**src/rtl/alu_result_buffer.sv**
```systemverilog
// ALU result skid buffer: 2-entry FIFO, one-cycle accept-to-output latency, out_* driven from registers only.
// in_ready is registered (count<2); commits update the NZIV status and the sticky V/I bits.
module alu_result_buffer #(
  parameter int DATA_W = 32,
  parameter int RD_W   = 4
) (
  input  logic              clk,
  input  logic              rst,
  input  logic              in_valid,
  output logic              in_ready,
  input  logic [DATA_W-1:0] in_result,
  input  logic [31:0]       in_flags,
  input  logic [RD_W-1:0]   in_rd,
  input  logic              in_wr_en,
  input  logic              in_set_flags,
  output logic              out_valid,
  input  logic              out_ready,
  output logic [DATA_W-1:0] out_result,
  output logic [RD_W-1:0]   out_rd,
  output logic              out_wr_en,
  output logic [3:0]        status_nziv,
  output logic              sticky_v,
  output logic              sticky_i,
  input  logic              clr_sticky,
  output logic [1:0]        count
);

  typedef struct packed {
    logic [DATA_W-1:0] result;
    logic [RD_W-1:0]   rd;
    logic              wr_en;
    logic [3:0]        nziv;
    logic              set_flags;
  } entry_t;

  entry_t     head_q;
  entry_t     skid_q;
  entry_t     in_ent;
  logic [1:0] count_q;
  logic [1:0] count_nxt;
  logic       in_ready_q;
  logic       accept;
  logic       commit;
  logic       set_commit;
  logic       unused_flags;

  // Only the NZIV nibble is kept; the low flag bits are deliberately dropped.
  assign unused_flags = ^in_flags[27:0];

  always_comb begin
    in_ent           = '0;
    in_ent.result    = in_result;
    in_ent.rd        = in_rd;
    in_ent.wr_en     = in_wr_en;
    in_ent.nziv      = in_flags[31:28];
    in_ent.set_flags = in_set_flags;
  end

  assign out_valid  = (count_q != 2'd0);
  assign accept     = in_valid & in_ready_q;
  assign commit     = out_valid & out_ready;
  assign set_commit = commit & head_q.set_flags;

  always_comb begin
    count_nxt = count_q;
    if (accept && !commit) begin
      count_nxt = count_q + 2'd1;
    end else if (commit && !accept) begin
      count_nxt = count_q - 2'd1;
    end
  end

  always_ff @(posedge clk) begin
    if (rst) begin
      head_q      <= '0;
      skid_q      <= '0;
      count_q     <= 2'd0;
      in_ready_q  <= 1'b1;
      status_nziv <= 4'b0100;
      sticky_v    <= 1'b0;
      sticky_i    <= 1'b0;
    end else begin
      count_q    <= count_nxt;
      in_ready_q <= (count_nxt != 2'd2);
      case ({accept, commit})
        2'b10: begin
          if (count_q == 2'd0) begin
            head_q <= in_ent;
          end else begin
            skid_q <= in_ent;
          end
        end
        2'b01: begin
          // Draining to empty leaves head untouched so out_* hold their last values.
          if (count_q == 2'd2) begin
            head_q <= skid_q;
          end
        end
        // Both at once only happens with one entry held: the newcomer replaces it.
        2'b11:   head_q <= in_ent;
        default: ;
      endcase
      if (set_commit) begin
        status_nziv <= head_q.nziv;
      end
      // A bit being set this cycle beats a concurrent clear.
      sticky_v <= (sticky_v & ~clr_sticky) | (set_commit & head_q.nziv[0]);
      sticky_i <= (sticky_i & ~clr_sticky) | (set_commit & head_q.nziv[1]);
    end
  end

  assign in_ready   = in_ready_q;
  assign count      = count_q;
  assign out_result = head_q.result;
  assign out_rd     = head_q.rd;
  assign out_wr_en  = head_q.wr_en;

endmodule

```
**config.mk**
```make
export PLATFORM = sky130hd
export DESIGN_NAME = alu_result_buffer
export DESIGN_NICKNAME = d
export VERILOG_FILES = /design/src/rtl/alu_result_buffer.sv
export SDC_FILE = /design/constraint.sdc
export NUM_CORES = 1
export LEC_CHECK = 0
export CAP_MARGIN = 20
export CORE_AREA = 2 2 100 102
export DETAILED_ROUTE_END_ITERATION = 10
export DIE_AREA = 0 0 102 104
export HOLD_SLACK_MARGIN = 0.05
export PLACE_DENSITY_LB_ADDON = 0.2
export REMOVE_ABC_BUFFERS = 1
export SYNTH_ARGS = -nofsm -noshare
export SYNTH_HDL_FRONTEND = slang
export SYNTH_SLANG_ARGS = --single-unit
```
**constraint.sdc**
```tcl
create_clock -name clk -period 1.6 [get_ports clk]
set_input_delay 0.48 -clock clk [delete_from_list [all_inputs] [get_ports clk]]
set_output_delay 0.48 -clock clk [all_outputs]
set_load 0.1 [all_outputs]
```
==> results of run 1 <==
-- placed cells by master, fill, tap and decap left out, drive strengths merged --
| master | n |
|---|---|
| a32oi | 1 |
| buf | 79 |
| o21ai | 45 |
| dlygate4sd2 | 1 |
| nand3 | 6 |
| a211oi | 1 |
| clkinvlp | 1 |
| clkbuf | 16 |
| nand2b | 3 |
| inv | 7 |
| or2b | 1 |
| xnor2 | 2 |
| clkdlybuf4s50 | 43 |
| nor2b | 1 |
| nor3 | 2 |
| clkinv | 2 |
| a31oi | 42 |
| ha | 2 |
| dlymetal6s2s | 1 |
| a21oi | 49 |
| dfxtp | 93 |
| and2 | 1 |
| nand2 | 176 |
| nor2 | 4 |
-- layout make-up --
class                      count  share of cell area (%)
clock inverter                 6                   0.935
clock buffer                  10                    2.34
multi-input combinational    336                    28.6
tap                          133                    2.83
timing repair buffer         130                    33.4
sequential                    93                    31.7
inverter                       4                   0.255
-- registers in the layout, summed over array words and instances, names as in the netlist --
register,cells
skid_q,42
out_result,32
head_q,5
out_rd,4
status_nziv,4
count,2
in_ready,1
out_wr_en,1
sticky_i,1
sticky_v,1
-- per-layer routing --
layer,vias to the layer above,global-route usage [%],part of all wire (%)
li1,1781,-,-
met1,1722,25.8,46
met2,106,29.9,48
met3,13,4.30,5.2
met4,0,5.33,1.4
met5,-,0,0
-- path summary, 6_finish.rpt --
check,end,slack (ns),depth (start not counted)
worst min register to register,skid_q[4]$_SDFFE_PP0P_,0.46,2
worst min-delay path,skid_q[4]$_SDFFE_PP0P_,0.46,2
worst max register to register,out_result[28]$_SDFFE_PP0P_,-0.02,9
worst max-delay path,out_valid,-0.02,4
-- worst register-to-register path: cells and delay by family, from the launching register on --
kind,cells,cell delay [ns]
flip-flops,1,0.33
AND/OR/NAND/NOR,1,0.06
adder cells (fa/ha/maj),1,0.14
buffers and inverters,4,0.55
AO/OA/AOI/OAI,3,0.48
-- cells in the mapped netlist --
library cell	number	share of area, %
a211oi_1	1	0.19
a21oi_1	48	6.1
a21oi_2	1	0.22
a31oi_1	42	6.7
a32oi_1	1	0.22
and2_1	1	0.16
buf_2	14	1.8
buf_4	42	8.0
buf_6	5	1.4
clkbuf_1	12	1.1
dfxtp_1	93	47
ha_1	2	0.63
inv_1	4	0.38
nand2_1	175	17
nand2_2	1	0.16
nand2b_1	2	0.32
nand2b_4	1	0.35
nand3_1	6	0.76
nor2_1	3	0.29
nor2_8	1	0.51
nor2b_1	1	0.16
nor3_1	1	0.13
nor3_2	1	0.25
o21ai_0	38	4.8
o21ai_1	7	0.89
or2b_1	1	0.19
xnor2_1	2	0.44
-- cell families (layout without fill, tap and decap cells) --
group	Yosys count	in the layout
adders and majority gates	2	2
AOI/OAI and AO/OA	138	138
xor gates and xnor gates	2	2
and+or+nand+nor	194	194
DFF	93	93
buffers and inverters	77	150
-- through the flow --
stage	worst slack, ns	util, %	std cells	instance area (µm²)	TNS, ns
after floorplan	-1.96	-	433	3460	-151.43
after global placement	-0.390	55.7	682	5320	-29.77
after detailed placement	-0.440	55.7	682	5320	-32.31
after CTS	-0.0394	58.0	699	5540	-0.0394
after global routing	-0.0833	61.7	712	5890	-2.56
final	-0.0212	61.7	712	5890	-0.0514
-- what timing repair did --
action                                  in CTS  in global routing
hold buffers                                 0                  0
gates cloned                                 0                  8
endpoints found under the setup margin      30                 65
pin swaps                                    2                  2
gates resized for setup                     10                 32
buffers inserted                             1                  5
-- power groups by stage --
stage | clock, W | combinational, W | sequential [W]
3_3_place_gp | 0 | 0.00588 | 0.00322
5_1_grt | 0.00164 | 0.00707 | 0.00325
3_5_place_dp | 0 | 0.00594 | 0.00323
6_report | 0.00153 | 0.00677 | 0.00320
2_1_floorplan | 0 | 0.00132 | 0.00528
4_1_cts | 0.00155 | 0.00603 | 0.00319
==> impl_metrics.yaml, run 1 <==
synth:
  syn_area_um2: 3950
  synth_top_family_by_area: "simple AND/OR/NAND/NOR gates"
  synthAdderAreaFrac_pct: 0.634
  ys_seq_area_share_pct: 47.2
  yosys_warnings: 0
  synth-simple-area-share_pct: 19.9
  synth_xor_area_share_pct: 0.444
  netlist_instances: 506
  synth_compound_gate_area_share_pct: 19.1
  synth_area_per_cell_um2: 7.80
  synth_cell_types: 27
  synthMuxAreaShare_pct: 0
  synth_seq_cells: 93
cts:
  numCtsBuffers: 9
  clk_path_buf_depth: 2
  htree_num_levels: 3
  cts_num_sinks: 93
  clk_latency_ns: 0.36
  cts_tree: "built"
  path_clk_slew_ns: 0.10
  cts_root_buf: "clkbuf_8"
worst_setup_path:
  cpLargestDelayFamily: "flip-flops"
  setup.worst_path.class: "register to output port"
  critPathBufInv: 3
  timing.rr.start: "count[0]$_SDFF_PP0_"
  crit_slowest_cell: "dfxtp_2"
  crit_chain: "inv_2, ha_4, inv_2, buf_12"
  max_stage_delay_ns: 0.34
  required_ns: 1.12
  startpoint: "count[1]$_SDFF_PP0_"
  critPathMaxFanout: 4
  timing.critical_path.mode_cell: "inv_2"
  cp_data_arrival_time_ns: 1.14
  startpoint_type: "register"
  endpoint_kind: "output port"
timing:
  fmax_mhz: 617
  tightest_slew_ns: 0.270
  skew_ns: 0.0117
  finalWorstSetupSlack_ns: -0.0212
  period_share_pct: 101
  hold_viol_final: 0
  whs_ns: 0.460
  rsz0062_at_grt: "yes"
  slew_headroom_pct: 82.0
  slew_viol_final: 0
  min_period_ns: 1.62
  setup_viol_count_final: 5
global_routing:
  grt_antenna_before_repair: 0
  grt_overflow: 0
  grt_max_degree: 51
  grt.total_usage_pct: 18.9
  grt_pass1_vias: 3376
  grt_pass1_wl_um: 16200
outcome:
  outcome: "complete, but fails checks"
  violations: "setup timing"
final_layout:
  fillers: 822
  diodes: 0
  regArea_um2: 1860
  drive_above_1_share_pct: 22.3
  nets: 651
  areaGrowthSynthToFinish_pct: 49.3
  multi_input_area_um2: 1680
power_and_ir_drop:
  p_int_w: 0.00615
  power_frac_seq_pct: 27.8
  p_switching_w: 0.00535
  power_density_nw_per_um2: 1950
  power_w: 0.0115
  p_leak_nw: 2.24
  combPwrFrac_pct: 58.9
  power_frac_clock_pct: 13.3
  swShare_pct: 46.5
  peakVddDrop_uv: 1090
die:
  fp.dieH_um: 104
  die_x_um: 102
  ios: 122
  dieArea_um2: 10600
  rows: 36
  coreArea_um2: 9550
  floorplan.initialDensity_pct: 41.3
run:
  drv_cap: 0
min_path:
  min_from: "skid_q[4]$_SDFFE_PP0P_"
  hp-class: "register to register"
drt:
  via_count: 3622
  routed_wl_um: 10800
  wire_per_inst_um: 15.2
  antenna_left: 0
  drc: 0
  first_pass_iters: 4
  via_per_inst: 5.09
  drt-initial-drc-count: 205
place:
  place_congestion: 0.804
  port_buffers: 93
  hpwl_um: 6270
Note: power is estimated with default switching activity, not from simulation.
==> run 2: changes to the inputs <==
Settings changed: CORE_AREA 2 2 100 102 to 2 2 98 100, CTS_BUF_LIST set to sky130_fd_sc_hd__clkbuf_4, DIE_AREA 0 0 102 104 to 0 0 100 102.
==> run 2 against run 1 <==
Effect of this change: the run still ends with setup timing left; sequential share of layout area down 1.2 points; routed wire length up 5.2%; global-route usage up 1.3 points; non-clock buffer count up 1; highest routed layer unchanged; largest power group unchanged; clock skew up 0.0071 ns; critical path type is now register to register; critical path depth up 5; setup slack worse by 0.10 ns.
==> impl_metrics.yaml, run 2 (synthesis results as in run 1) <==
min_path:
  hold-path-cell-count: 2
  hold_end: "skid_q[33]$_SDFFE_PP0P_"
  hp-class: "register to register"
  min_from: "skid_q[33]$_SDFFE_PP0P_"
drt:
  drc: 0
  first_pass_iters: 4
  via_per_inst: 5.43
  wire_per_inst_um: 16.4
  routed_wl_um: 11300
  drt-initial-drc-count: 211
  via_count: 3754
  antenna_left: 0
timing:
  fmax_mhz: 580
  setup_viol_count_final: 59
  slew_viol_final: 0
  period_share_pct: 108
  hold_viol_final: 0
  tightest_slew_ns: 0.429
  finalWorstSetupSlack_ns: -0.124
  skew_ns: 0.0188
  slew_headroom_pct: 71.4
  rsz0062_at_grt: "yes"
  min_period_ns: 1.72
die:
  ios: 122
  rows: 35
  floorplan.initialDensity_pct: 43.3
  die_x_um: 100
  coreArea_um2: 9110
  dieArea_um2: 10200
  fp.dieH_um: 102
final_layout:
  nets: 652
  fin_area_um2: 6130
  areaGrowthSynthToFinish_pct: 55.4
  final_common_cell: "nand2_1"
  diodes: 0
  fin_util_pct: 67.3
  regMostFlops: "skid_q"
  final_cell_mix: "nand2_1 (133), dfxtp_1 (87), buf_12 (59)"
  drive_above_1_share_pct: 32.9
  largest_reg_flops: 42
power_and_ir_drop:
  power_density_nw_per_um2: 1840
  peakVddDrop_uv: 1150
  p_int_w: 0.00579
  power_frac_clock_pct: 10.8
  p_switching_w: 0.00548
  combPwrFrac_pct: 60.6
  p_leak_nw: 2.49
  power_frac_seq_pct: 28.6
  swShare_pct: 48.6
  power_w: 0.0113
cts:
  clk_latency_ns: 0.45
  htree_num_levels: 3
  cts_root_buf: "clkbuf_4"
  cts_num_sinks: 93
  cts_tree: "built"
  numCtsBuffers: 9
  clk_path_buf_depth: 2
  path_clk_slew_ns: 0.16
worst_setup_path:
  rr_endpoint: "skid_q[4]$_SDFFE_PP0P_"
  startpoint_type: "register"
  critPathMaxFanout: 7
  required_ns: 1.97
  setup.worst_path.class: "register to register"
  timing.rr.start: "count[0]$_SDFF_PP0_"
  ff2ff_path_depth: 9
  reg2reg_slack_ns: -0.12
  endpoint_kind: "register"
  cp_data_arrival_time_ns: 2.09
global_routing:
  grt_max_degree: 32
  grt_pass1_vias: 3470
  grt_overflow: 0
  grt_pass1_wl_um: 16600
  grt.total_usage_pct: 20.2
  grt_antenna_before_repair: 0
place:
  hpwl_um: 6180
  placed_area_um2: 5270
  port_buffers: 93
  place_congestion: 0.762
run:
  drv_cap: 0
outcome:
  violations: "setup timing"
  outcome: "complete, but fails checks"
==> run 2: timing repair <==
| item | CTS | global route |
|---|---|---|
| pin swaps | 21 | 58 |
| setup buffers | 5 | 5 |
| cloned | 2 | 7 |
| setup endpoints to repair | 46 | 92 |
| gates resized for setup | 12 | 123 |
| hold buffers | 0 | 0 |
==> run 2: worst max-delay path, stage by stage, from the launching register on <==
cell	delay, ns
dfxtp_2	0.37
inv_2	0.05
ha_4	0.16
buf_6	0.13
buf_6	0.11
nor3_4	0.26
buf_6	0.17
clkbuf_16	0.16
nand2_1	0.07
a21oi_1	0.18
==> run 2: area by class of cell <==
cell class              instances  area [µm²]
clock inverters                 7        57.6
inverters                       4        17.5
well taps                     111         139
fillers                       727        2980
multi-input cells             336        2000
flip-flops and latches         93        1870
repair buffers                131        1980
clock buffers                   9        67.6
==> run 2: routing by layer <==
metal	routed length (µm)	vias up	global-route usage (%)
met5	0	-	0
met4	180	0	6.32
met3	728	17	3.56
met2	5600	134	34.0
met1	4840	1811	26.7
li1	-	1792	-
==> run 2: worst max path at each step <==
stage / endpoint / start / slack, ns
6_report: skid_q[4]$_SDFFE_PP0P_ / count[0]$_SDFF_PP0_ / -0.12
5_1_grt: skid_q[4]$_SDFFE_PP0P_ / count[0]$_SDFF_PP0_ / -0.19
4_1_cts: out_valid / count[0]$_SDFF_PP0_ / -0.11
3_5_place_dp: out_result[22]$_SDFFE_PP0P_ / in_valid / -0.40
3_3_place_gp: out_result[3]$_SDFFE_PP0P_ / in_valid / -0.36
2_1_floorplan: head_q[0]$_SDFFE_PP0P_ / count[0]$_SDFF_PP0_ / -1.96
==> run 2: through the flow <==
| step | TNS, ns | hold WS, ns | worst slack (ns) | cells |
|---|---|---|---|---|
| after floorplan | -151.43 | 0.431 | -1.96 | 433 |
| after global placement | -29.99 | 0.441 | -0.356 | 658 |
| after detailed placement | -32.13 | 0.447 | -0.405 | 658 |
| after CTS | -2.07 | 0.458 | -0.112 | 680 |
| after global routing | -8.20 | 0.493 | -0.191 | 691 |
| final | -2.60 | 0.468 | -0.124 | 691 |
==> run 2: power by group through the flow <==
| stage | logic (W) | registers (W) | clock network, W |
|---|---|---|---|
| after floorplan | 0.00132 | 0.00528 | 0 |
| after global placement | 0.00578 | 0.00322 | 0 |
| after detailed placement | 0.00584 | 0.00323 | 0 |
| after CTS | 0.00619 | 0.00319 | 0.00123 |
| after global routing | 0.00712 | 0.00328 | 0.00132 |
| final | 0.00683 | 0.00322 | 0.00122 |
